**src/rtl/maze_query_arbiter_if.sv**
```systemverilog
// Lookup bus between the maze wall arbiter and its clients: renderer port plus N game requesters.
interface maze_query_arbiter_if #(
  parameter int N_REQ = 2,
  parameter int RW    = 3,
  parameter int CW    = 3
);
  logic                  render_en;
  logic [RW-1:0]         render_row;
  logic [CW-1:0]         render_col;
  logic                  render_valid;
  logic                  render_wall;
  logic [N_REQ-1:0]      req_valid;
  logic [N_REQ*RW-1:0]   req_row;
  logic [N_REQ*CW-1:0]   req_col;
  logic [N_REQ-1:0]      req_ready;
  logic [N_REQ-1:0]      rsp_valid;
  logic                  rsp_wall;

  modport master (
    output render_en, render_row, render_col, req_valid, req_row, req_col,
    input  render_valid, render_wall, req_ready, rsp_valid, rsp_wall
  );

  modport slave (
    input  render_en, render_row, render_col, req_valid, req_row, req_col,
    output render_valid, render_wall, req_ready, rsp_valid, rsp_wall
  );
endinterface

```
**src/rtl/maze_query_arbiter.sv**
```systemverilog
// Shares the single-port maze wall ROM between a fixed-priority renderer and round-robin
// game requesters; both sources see a fixed two-cycle lookup latency.
module maze_query_arbiter #(
  parameter int MAZE_ROWS    = 8,
  parameter int MAZE_COLS    = 8,
  parameter int RW           = 3,
  parameter int CW           = 3,
  parameter int N_REQ        = 2,
  parameter int STARVE_LIMIT = 800
) (
  input  logic                  clk,
  input  logic                  reset,
  maze_query_arbiter_if.slave   bus,
  output logic                  mem_en,
  output logic [RW-1:0]         mem_row,
  output logic [CW-1:0]         mem_col,
  input  logic                  mem_wall,
  output logic                  starve_err
);

  localparam int PW = (N_REQ > 1) ? $clog2(N_REQ) : 1;
  localparam int WW = $clog2(STARVE_LIMIT + 1);

  function automatic logic is_oor(input logic [RW-1:0] r, input logic [CW-1:0] c);
    return (int'(r) >= MAZE_ROWS) || (int'(c) >= MAZE_COLS);
  endfunction

  function automatic logic [WW-1:0] sat_inc(input logic [WW-1:0] v);
    return (v >= WW'(STARVE_LIMIT)) ? v : v + WW'(1);
  endfunction

  logic [PW-1:0]    rr_ptr_q, rr_ptr_d;
  logic [WW-1:0]    wait_cnt_q, wait_cnt_d;
  logic             starve_err_q, starve_err_d;

  logic             mem_en_p1_q, mem_en_p1_d;
  logic [RW-1:0]    mem_row_p1_q, mem_row_p1_d;
  logic [CW-1:0]    mem_col_p1_q, mem_col_p1_d;
  logic             vld_p1_q, vld_p1_d;
  logic             rnd_p1_q, rnd_p1_d;
  logic [PW-1:0]    idx_p1_q, idx_p1_d;
  logic             oor_p1_q, oor_p1_d;

  logic             render_valid_p2_q, render_valid_p2_d;
  logic [N_REQ-1:0] rsp_valid_p2_q, rsp_valid_p2_d;
  logic             oor_p2_q, oor_p2_d;

  logic [PW:0]      scan_idx;
  logic [PW-1:0]    grant_idx;
  logic             grant_found;
  logic [N_REQ-1:0] grant_oh;
  logic [RW-1:0]    sel_row;
  logic [CW-1:0]    sel_col;
  logic             issue;
  logic             sel_oor;

  // Stage 0: round-robin search starting at rr_ptr, suppressed while the renderer owns the slot
  always_comb begin
    scan_idx    = '0;
    grant_idx   = '0;
    grant_found = 1'b0;
    grant_oh    = '0;
    if (!bus.render_en) begin
      for (int k = 0; k < N_REQ; k++) begin
        scan_idx = {1'b0, rr_ptr_q} + (PW+1)'(k);
        if (scan_idx >= (PW+1)'(N_REQ)) scan_idx = scan_idx - (PW+1)'(N_REQ);
        if (!grant_found && bus.req_valid[scan_idx[PW-1:0]]) begin
          grant_found = 1'b1;
          grant_idx   = scan_idx[PW-1:0];
        end
      end
    end
    if (grant_found) grant_oh[grant_idx] = 1'b1;
  end

  always_comb begin
    sel_row = bus.render_en ? bus.render_row : bus.req_row[int'(grant_idx)*RW +: RW];
    sel_col = bus.render_en ? bus.render_col : bus.req_col[int'(grant_idx)*CW +: CW];
    issue   = bus.render_en | grant_found;
    sel_oor = is_oor(sel_row, sel_col);
  end

  always_comb begin
    mem_en_p1_d       = issue & ~sel_oor;
    mem_row_p1_d      = issue ? sel_row : mem_row_p1_q;
    mem_col_p1_d      = issue ? sel_col : mem_col_p1_q;
    vld_p1_d          = issue;
    rnd_p1_d          = bus.render_en;
    idx_p1_d          = grant_idx;
    oor_p1_d          = sel_oor;

    render_valid_p2_d = vld_p1_q & rnd_p1_q;
    rsp_valid_p2_d    = '0;
    if (vld_p1_q && !rnd_p1_q) rsp_valid_p2_d[idx_p1_q] = 1'b1;
    oor_p2_d          = oor_p1_q;

    rr_ptr_d = rr_ptr_q;
    if (grant_found) rr_ptr_d = (int'(grant_idx) == N_REQ - 1) ? '0 : grant_idx + PW'(1);

    // Waiting means a game request is pending but none moved this cycle
    if (grant_found || !(|bus.req_valid)) wait_cnt_d = '0;
    else                                  wait_cnt_d = sat_inc(wait_cnt_q);
    starve_err_d = starve_err_q | (wait_cnt_d == WW'(STARVE_LIMIT));
  end

  always_ff @(posedge clk) begin
    if (reset) begin
      rr_ptr_q          <= '0;
      wait_cnt_q        <= '0;
      starve_err_q      <= 1'b0;
      mem_en_p1_q       <= 1'b0;
      mem_row_p1_q      <= '0;
      mem_col_p1_q      <= '0;
      vld_p1_q          <= 1'b0;
      rnd_p1_q          <= 1'b0;
      idx_p1_q          <= '0;
      oor_p1_q          <= 1'b0;
      render_valid_p2_q <= 1'b0;
      rsp_valid_p2_q    <= '0;
      oor_p2_q          <= 1'b0;
    end else begin
      rr_ptr_q          <= rr_ptr_d;
      wait_cnt_q        <= wait_cnt_d;
      starve_err_q      <= starve_err_d;
      mem_en_p1_q       <= mem_en_p1_d;
      mem_row_p1_q      <= mem_row_p1_d;
      mem_col_p1_q      <= mem_col_p1_d;
      vld_p1_q          <= vld_p1_d;
      rnd_p1_q          <= rnd_p1_d;
      idx_p1_q          <= idx_p1_d;
      oor_p1_q          <= oor_p1_d;
      render_valid_p2_q <= render_valid_p2_d;
      rsp_valid_p2_q    <= rsp_valid_p2_d;
      oor_p2_q          <= oor_p2_d;
    end
  end

  // Stage 2: ROM data arrives now; out-of-range lookups are forced to read as wall
  assign bus.req_ready    = grant_oh;
  assign bus.render_valid = render_valid_p2_q;
  assign bus.render_wall  = render_valid_p2_q & (oor_p2_q | mem_wall);
  assign bus.rsp_valid    = rsp_valid_p2_q;
  assign bus.rsp_wall     = (|rsp_valid_p2_q) & (oor_p2_q | mem_wall);
  assign mem_en           = mem_en_p1_q;
  assign mem_row          = mem_row_p1_q;
  assign mem_col          = mem_col_p1_q;
  assign starve_err       = starve_err_q;

endmodule

```
**src/flat_wrapper.sv**
```systemverilog
// flat-port wrapper written by rule: the top's interface ports become plain ports
module maze_query_arbiter_flat 
#(
  parameter int MAZE_ROWS    = 8,
  parameter int MAZE_COLS    = 8,
  parameter int RW           = 3,
  parameter int CW           = 3,
  parameter int N_REQ        = 2,
  parameter int STARVE_LIMIT = 800
)
  (clk, reset, mem_en, mem_row, mem_col, mem_wall, starve_err, bus_render_en, bus_render_row, bus_render_col, bus_req_valid, bus_req_row, bus_req_col, bus_render_valid, bus_render_wall, bus_req_ready, bus_rsp_valid, bus_rsp_wall);
  maze_query_arbiter_if #(.N_REQ(N_REQ), .RW(RW), .CW(CW)) bus_i ();
  input  logic clk;
  input  logic reset;
  output logic mem_en;
  output logic [RW-1:0] mem_row;
  output logic [CW-1:0] mem_col;
  input  logic mem_wall;
  output logic starve_err;
  input wire logic [$bits(bus_i.render_en)-1:0] bus_render_en;
  input wire logic [$bits(bus_i.render_row)-1:0] bus_render_row;
  input wire logic [$bits(bus_i.render_col)-1:0] bus_render_col;
  input wire logic [$bits(bus_i.req_valid)-1:0] bus_req_valid;
  input wire logic [$bits(bus_i.req_row)-1:0] bus_req_row;
  input wire logic [$bits(bus_i.req_col)-1:0] bus_req_col;
  output wire logic [$bits(bus_i.render_valid)-1:0] bus_render_valid;
  output wire logic [$bits(bus_i.render_wall)-1:0] bus_render_wall;
  output wire logic [$bits(bus_i.req_ready)-1:0] bus_req_ready;
  output wire logic [$bits(bus_i.rsp_valid)-1:0] bus_rsp_valid;
  output wire logic [$bits(bus_i.rsp_wall)-1:0] bus_rsp_wall;
  assign bus_i.render_en = bus_render_en;
  assign bus_i.render_row = bus_render_row;
  assign bus_i.render_col = bus_render_col;
  assign bus_i.req_valid = bus_req_valid;
  assign bus_i.req_row = bus_req_row;
  assign bus_i.req_col = bus_req_col;
  assign bus_render_valid = bus_i.render_valid;
  assign bus_render_wall = bus_i.render_wall;
  assign bus_req_ready = bus_i.req_ready;
  assign bus_rsp_valid = bus_i.rsp_valid;
  assign bus_rsp_wall = bus_i.rsp_wall;
  maze_query_arbiter #(.MAZE_ROWS(MAZE_ROWS), .MAZE_COLS(MAZE_COLS), .RW(RW), .CW(CW), .N_REQ(N_REQ), .STARVE_LIMIT(STARVE_LIMIT)) u_core (.clk(clk), .reset(reset), .bus(bus_i), .mem_en(mem_en), .mem_row(mem_row), .mem_col(mem_col), .mem_wall(mem_wall), .starve_err(starve_err));
endmodule
```
**config.mk**
```make
export PLATFORM = sky130hd
export DESIGN_NAME = maze_query_arbiter_flat
export DESIGN_NICKNAME = d
export VERILOG_FILES = /design/src/rtl/maze_query_arbiter_if.sv /design/src/rtl/maze_query_arbiter.sv /design/src/flat_wrapper.sv
export SDC_FILE = /design/constraint.sdc
export NUM_CORES = 1
export LEC_CHECK = 0
export BUFFER_PORTS_ARGS = -buffer_cell sky130_fd_sc_hd__buf_4
export CAP_MARGIN = 20
export CORE_ASPECT_RATIO = 0.6
export CORE_UTILIZATION = 53
export CTS_CLUSTER_SIZE = 14
export DETAILED_ROUTE_END_ITERATION = 16
export PLACE_DENSITY = 0.82
export SKIP_CTS_REPAIR_TIMING = 1
export SYNTH_ARGS = -nofsm -noshare
export SYNTH_HDL_FRONTEND = slang
export SYNTH_SLANG_ARGS = --single-unit
```
**constraint.sdc**
```tcl
create_clock -name clk -period 3.4 [get_ports clk]
set_input_delay 0.51 -clock clk [delete_from_list [all_inputs] [get_ports clk]]
set_output_delay 0.51 -clock clk [all_outputs]
set_load 0.02 [all_outputs]
```
==> results of run 1 <==
## path summary, 6_finish.rpt
kind	from	to	slack (ns)
max	bus_req_valid[0]	bus_req_ready[1]	1.39
max reg2reg	u_core.wait_cnt_q[0]	u_core.starve_err	1.41
min reg2reg	u_core.idx_p1_q	u_core.bus.rsp_valid[0]	0.42
min	u_core.idx_p1_q	u_core.bus.rsp_valid[0]	0.42
## worst max-delay path: stages
cell     delay [ns]
buf_4          0.17
inv_1          0.07
o21ai_1        0.48
nor2_1         0.08
buf_4          0.18
## flip-flops by register name, summed over array words and instances, names as in the netlist
name / count
u_core.bus.render_valid: 1
u_core.bus.rsp_valid: 2
u_core.idx_p1_q: 1
u_core.mem_col: 3
u_core.mem_en: 1
u_core.mem_row: 3
u_core.rnd_p1_q: 1
u_core.rr_ptr_q: 1
u_core.starve_err: 1
u_core.wait_cnt_q: 10
## power by group
group | internal (W) | leakage (nW) | switching (W)
logic | 0.0000494 | 0.422 | 0.0000479
registers | 0.000291 | 0.196 | 0.00000987
clock network | 0.000158 | 0.0357 | 0.0000936
## per-stage QoR
step           total power [W]  instances  setup WS [ns]   util
3_3_place_gp          0.000400        210           1.42  0.695
6_report              0.000649        214           1.39  0.728
2_1_floorplan         0.000361        151           1.51      -
4_1_cts               0.000653        214           1.42  0.728
3_5_place_dp          0.000403        210           1.37  0.695
5_1_grt               0.000674        214           1.24  0.728
## cells by family (layout without fill, tap and decap cells)
group / Yosys count / count (layout)
and+or+nand+nor: 68 / 68
AOI/OAI and AO/OA: 34 / 34
DFF: 24 / 24
buffers and inverters: 16 / 49
xor gates and xnor gates: 5 / 5
adders and majority gates: 2 / 2
muxes: 2 / 2
## Yosys cell counts, drive strengths merged (2+ instances only)
library cell,instances,share of area
dfxtp,24,0.39
nor2,22,0.066
nand2,10,0.030
a21oi,8,0.032
inv,7,0.021
o21a,7,0.042
or3,7,0.035
clkbuf,6,0.018
o22ai,6,0.030
nand4,5,0.030
o21ai,5,0.020
or2b,5,0.030
nor3,4,0.016
buf,3,0.017
nand2b,3,0.015
nand3,3,0.012
xor2,3,0.021
ha,2,0.020
mux2i,2,0.016
nor4b,2,0.014
o41ai,2,0.020
xnor2,2,0.014
## area by class of cell
| class | count | area (um2) | share of cell area |
|---|---|---|---|
| well taps | 30 | 37.5 | 0.0235 |
| flip-flops and latches | 24 | 480 | 0.301 |
| clock inverters | 1 | 30.0 | 0.0188 |
| repair buffers | 38 | 285 | 0.179 |
| clock buffers | 3 | 41.3 | 0.0258 |
| multi-input cells | 111 | 697 | 0.436 |
| inverters | 7 | 26.3 | 0.0164 |
## cells in the final DEF, fill, tap and decap left out, types with 2 or more instances in the layout
cell type,instances
a21oi_1,8
buf_4,38
clkbuf_8,3
dfxtp_1,24
ha_1,2
inv_1,6
mux2i_1,2
nand2_1,10
nand2b_1,3
nand3_1,3
nand4_1,4
nor2_1,22
nor3_1,4
nor4b_1,2
o21a_1,7
o21ai_0,4
o22ai_1,6
or2b_1,5
or3_1,7
xnor2_1,2
xor2_1,3
## routing by layer
layer  vias up  GRT usage  wire, um  part of all wire
met5         -          0         0                 0
met3         6     0.0523       344              0.11
met4         0      0.100        39             0.012
li1        598          -         -                 -
met2        76      0.421      1340              0.43
met1       538      0.377      1430              0.45
==> impl_metrics.tcl, run 1 <==
set metrics [dict create \
    wl_per_cell_um 14.7 \
    grt_max_degree 19 \
    clockBufferDepth 2 \
    drt-pass1-iter-count 10 \
    area_growth_pct 28.1 \
    cts_sinks 24 \
    remaining_drc_errors 1 \
    worst-slew-pin-transition_ns 0.860 \
    grt_first_pass_wirelength_um 4890 \
    arrival_ns 1.50 \
    ys_async_sr_fraction 0 \
    routed_wl_um 3150 \
    synthSimpleGateAreaFrac 0.291 \
    hold_depth 1 \
    place_hpwl_um 2280 \
    min_period_over_period 0.592 \
    synth_flop_cell "dfxtp_1" \
    grt_setup_unrepaired "no" \
    worstSetupEndpointType "output port" \
    die-width_um 64.6 \
    ys_seq_elements 24 \
    synth_fp_nets 177 \
    final.setup.tns_ns 0 \
    synth-xor-area-share 0.0351 \
    hp-class "reg2reg" \
    start_util 0.568 \
    status "complete, but fails checks" \
    p_leak_nw 0.654 \
    die_y_um 39.6 \
    drtIter0Drc 114 \
    ios 39 \
    syn_inst 151 \
    critPathRequiredTime_ns 2.89 \
    nets 211 \
    setup_viol 0 \
    htreeDepth 1 \
    cp-start-kind "primary input" \
    yosys.area_share.adder 0.0201 \
    die_area_um2 2560 \
    hold_viol 0 \
    clock.fmax_ghz 0.497 \
    slew_headroom 0.420 \
    grt_pass1_vias 1012 \
    fp-row-count 13 \
    cap_viol_max_count 0 \
    ys_types 40 \
    fin_skew_ns 0.00180 \
    antenna_found_initial 0 \
    clkTransAtPathRegs_ns 0.08 \
    grt-ovfl-total 0 \
    yosysWarnings 0 \
    min_period_ns 2.01 \
    cts_made_buffers 3 \
    yosysSeqAreaShare 0.385 \
    power_density_nw_per_um2 406 \
    final_area_um2 1600 \
    grt.total_usage 0.272 \
    vias_per_cell 5.69 \
    synth_compound_area_frac 0.197 \
    syn-cell-area_um2 1250 \
    place_congestion 0.764 \
    cts_tree "done" \
    synth_top_family_by_area "simple AND/OR/NAND/NOR gates" \
    synth.avg_cell_area_um2 8.26 \
    violations "DRC" \
    place_area_um2 1530 \
    diodes 0 \
    synth_mux_area_frac 0.0160 \
    core-area_um2 2200 \
    layout-drive-gt1-share 0.250 \
    timing.hold.ws_ns 0.425 \
    ir_drop_v 0.000227 \
    port_buffers 38 \
    critPathMaxFanout 17 \
    path_class "in2out" \
    finalMaxSlewViolations 0 \
    clock_latency_ns 0.27 \
    reg2reg_depth 6 \
    fillers 161 \
    cts_root_buffer "clkbuf_8" \
    vias 1218 \
    ant_nets 0 \
    synth_edf_count 0 \
]
Power figures use the tool's default switching activity.
==> inputs of run 2 (changes only) <==
--- a/config.mk
+++ b/config.mk
@@ -8,10 +8,10 @@
 export BUFFER_PORTS_ARGS = -buffer_cell sky130_fd_sc_hd__buf_4
 export CAP_MARGIN = 20
 export CORE_ASPECT_RATIO = 0.6
-export CORE_UTILIZATION = 53
+export CORE_UTILIZATION = 50
 export CTS_CLUSTER_SIZE = 14
 export DETAILED_ROUTE_END_ITERATION = 16
-export PLACE_DENSITY = 0.82
+export PLACE_DENSITY = 0.78
 export SKIP_CTS_REPAIR_TIMING = 1
 export SYNTH_ARGS = -nofsm -noshare
 export SYNTH_HDL_FRONTEND = slang
==> constraint.sdc (replaced) <==
create_clock -name clk -period 1.9 [get_ports clk]
set_input_delay 0.285 -clock clk [delete_from_list [all_inputs] [get_ports clk]]
set_output_delay 0.285 -clock clk [all_outputs]
set_load 0.02 [all_outputs]
==> run 2 against run 1 <==
Net effect: flip-flop and latch count did not move; the run now ends clean; global-route usage fell by 1.9 points; first-iteration DRC count decreased by 41%; routed wire length up 2.1%; setup slack got worse by 1.3 ns; hold slack worse by 0.17 ns; via count grew 2.6%; non-clock buffer count grew 6; highest routed layer unchanged; final cell count is 2.8% higher.
==> impl_metrics.tcl, run 2 (synthesis results as in run 1) <==
set metrics [dict create \
    status "finished clean" \
    layout_commonest_cell "buf_4" \
    vias_per_cell 5.68 \
    port_buffers 38 \
    area_growth_pct 32.6 \
    diodes 0 \
    routed_wl_um 3220 \
    worstSetupEndpointType "flip-flop" \
    vias 1250 \
    fillers 157 \
    finalMaxSlewViolations 0 \
    layout-drive-gt1-share 0.295 \
    path_class "reg2reg" \
    hold_viol 0 \
    largest-register "u_core.wait_cnt_q" \
    grt_max_degree 19 \
    arrival_ns 1.97 \
    reg2reg_depth 4 \
    critPathRequiredTime_ns 2.08 \
    clockBufferDepth 2 \
    place_congestion 0.812 \
    cts_root_buffer "clkbuf_8" \
    path_buf_inv 0 \
    clock_latency_ns 0.27 \
    grt_setup_unrepaired "no" \
    worst-slew-pin-transition_ns 0.503 \
    most-common-layout-cells "buf_4, nor2_1, dfxtp_1" \
    cp-start-kind "flip-flop" \
    cp.depth 4 \
    cap_viol_max_count 0 \
    hold_depth 3 \
    cts_made_buffers 3 \
    crit_slowest_cell "o311ai_4" \
    final.setup.tns_ns 0 \
    slew_headroom 0.664 \
    die_y_um 40.7 \
    die_area_um2 2710 \
    cts_tree "done" \
    grt_pass1_vias 1014 \
    antenna_found_initial 0 \
    setup_viol 0 \
    ir_drop_v 0.000521 \
    fp-row-count 13 \
    nets 217 \
    min_period_over_period 0.941 \
    ios 39 \
    ant_nets 0 \
    start_util 0.552 \
    place_hpwl_um 2300 \
    p_leak_nw 0.684 \
    fin_util 0.732 \
    hp-class "in2reg" \
    grt-ovfl-total 0 \
    ff2ff_setup_slack_ns 0.11 \
    clock.fmax_ghz 0.559 \
    remaining_drc_errors 0 \
    clkTransAtPathRegs_ns 0.09 \
    crit_chain "o311ai_4 > a22oi_1 > or2_1 > o41ai_2" \
    cts_sinks 24 \
    core-area_um2 2260 \
    drtIter0Drc 67 \
    die-width_um 66.5 \
    largest_reg_flops 10 \
    fin_skew_ns 0.00214 \
    power_density_nw_per_um2 710 \
    wl_per_cell_um 14.6 \
    htreeDepth 1 \
    critPathMaxFanout 10 \
    critPathTopFamily "compound AO/OA/AOI/OAI gates" \
    max_stage_delay_ns 0.54 \
    drt-pass1-iter-count 4 \
    grt.total_usage 0.253 \
    grt_first_pass_wirelength_um 4860 \
    min_period_ns 1.79 \
]
run 2: cell types whose count changed in the layout (fill, tap and decap cells not counted), sizes merged:
cell / delta
buf: +6
run 2: layout make-up:
type                       count  area, um2  share of cell area
inverter                       7       26.3              0.0159
timing repair buffer          44        330               0.200
clock buffer                   3       41.3              0.0250
clock inverter                 1       30.0              0.0182
sequential                    24        483               0.292
tap                           30       37.5              0.0227
multi-input combinational    111        706               0.427
run 2: worst register-to-register path, cell delays in order, from the launching register on:
cell	delay (ns)
dfxtp_1	0.40
o311ai_4	0.54
a22oi_1	0.15
or2_1	0.30
o41ai_2	0.32
run 2: per-stage QoR:
| step | setup WS, ns | hold WS, ns | area (um2) | instances | power (W) |
|---|---|---|---|---|---|
| floorplan | 0.259 | 0.390 | 1250 | 151 | 0.000646 |
| global placement | 0.0633 | 0.400 | 1570 | 216 | 0.000723 |
| detailed placement | 0.0665 | 0.404 | 1570 | 216 | 0.000729 |
| CTS | 0.00247 | 0.258 | 1640 | 220 | 0.00117 |
| global route | 0.0134 | 0.265 | 1650 | 220 | 0.00122 |
| finish | 0.113 | 0.256 | 1650 | 220 | 0.00117 |
run 2: per-layer routing:
metal  GRT usage  share of wire
met5           0              0
met1       0.343           0.46
met3      0.0778          0.086
met2       0.413           0.44
met4      0.0319          0.013
run 2: worst paths after layout:
kind | startpoint | to
max | u_core.wait_cnt_q[5] | u_core.starve_err
min | bus_render_col[0] | u_core.mem_col[0]
max reg2reg | u_core.wait_cnt_q[5] | u_core.starve_err
min reg2reg | u_core.idx_p1_q | u_core.bus.rsp_valid[0]
run 2: power by group:
group | internal, W | switching, W
registers | 0.000521 | 0.0000141
logic | 0.0000948 | 0.0000907
clock network | 0.000282 | 0.000172
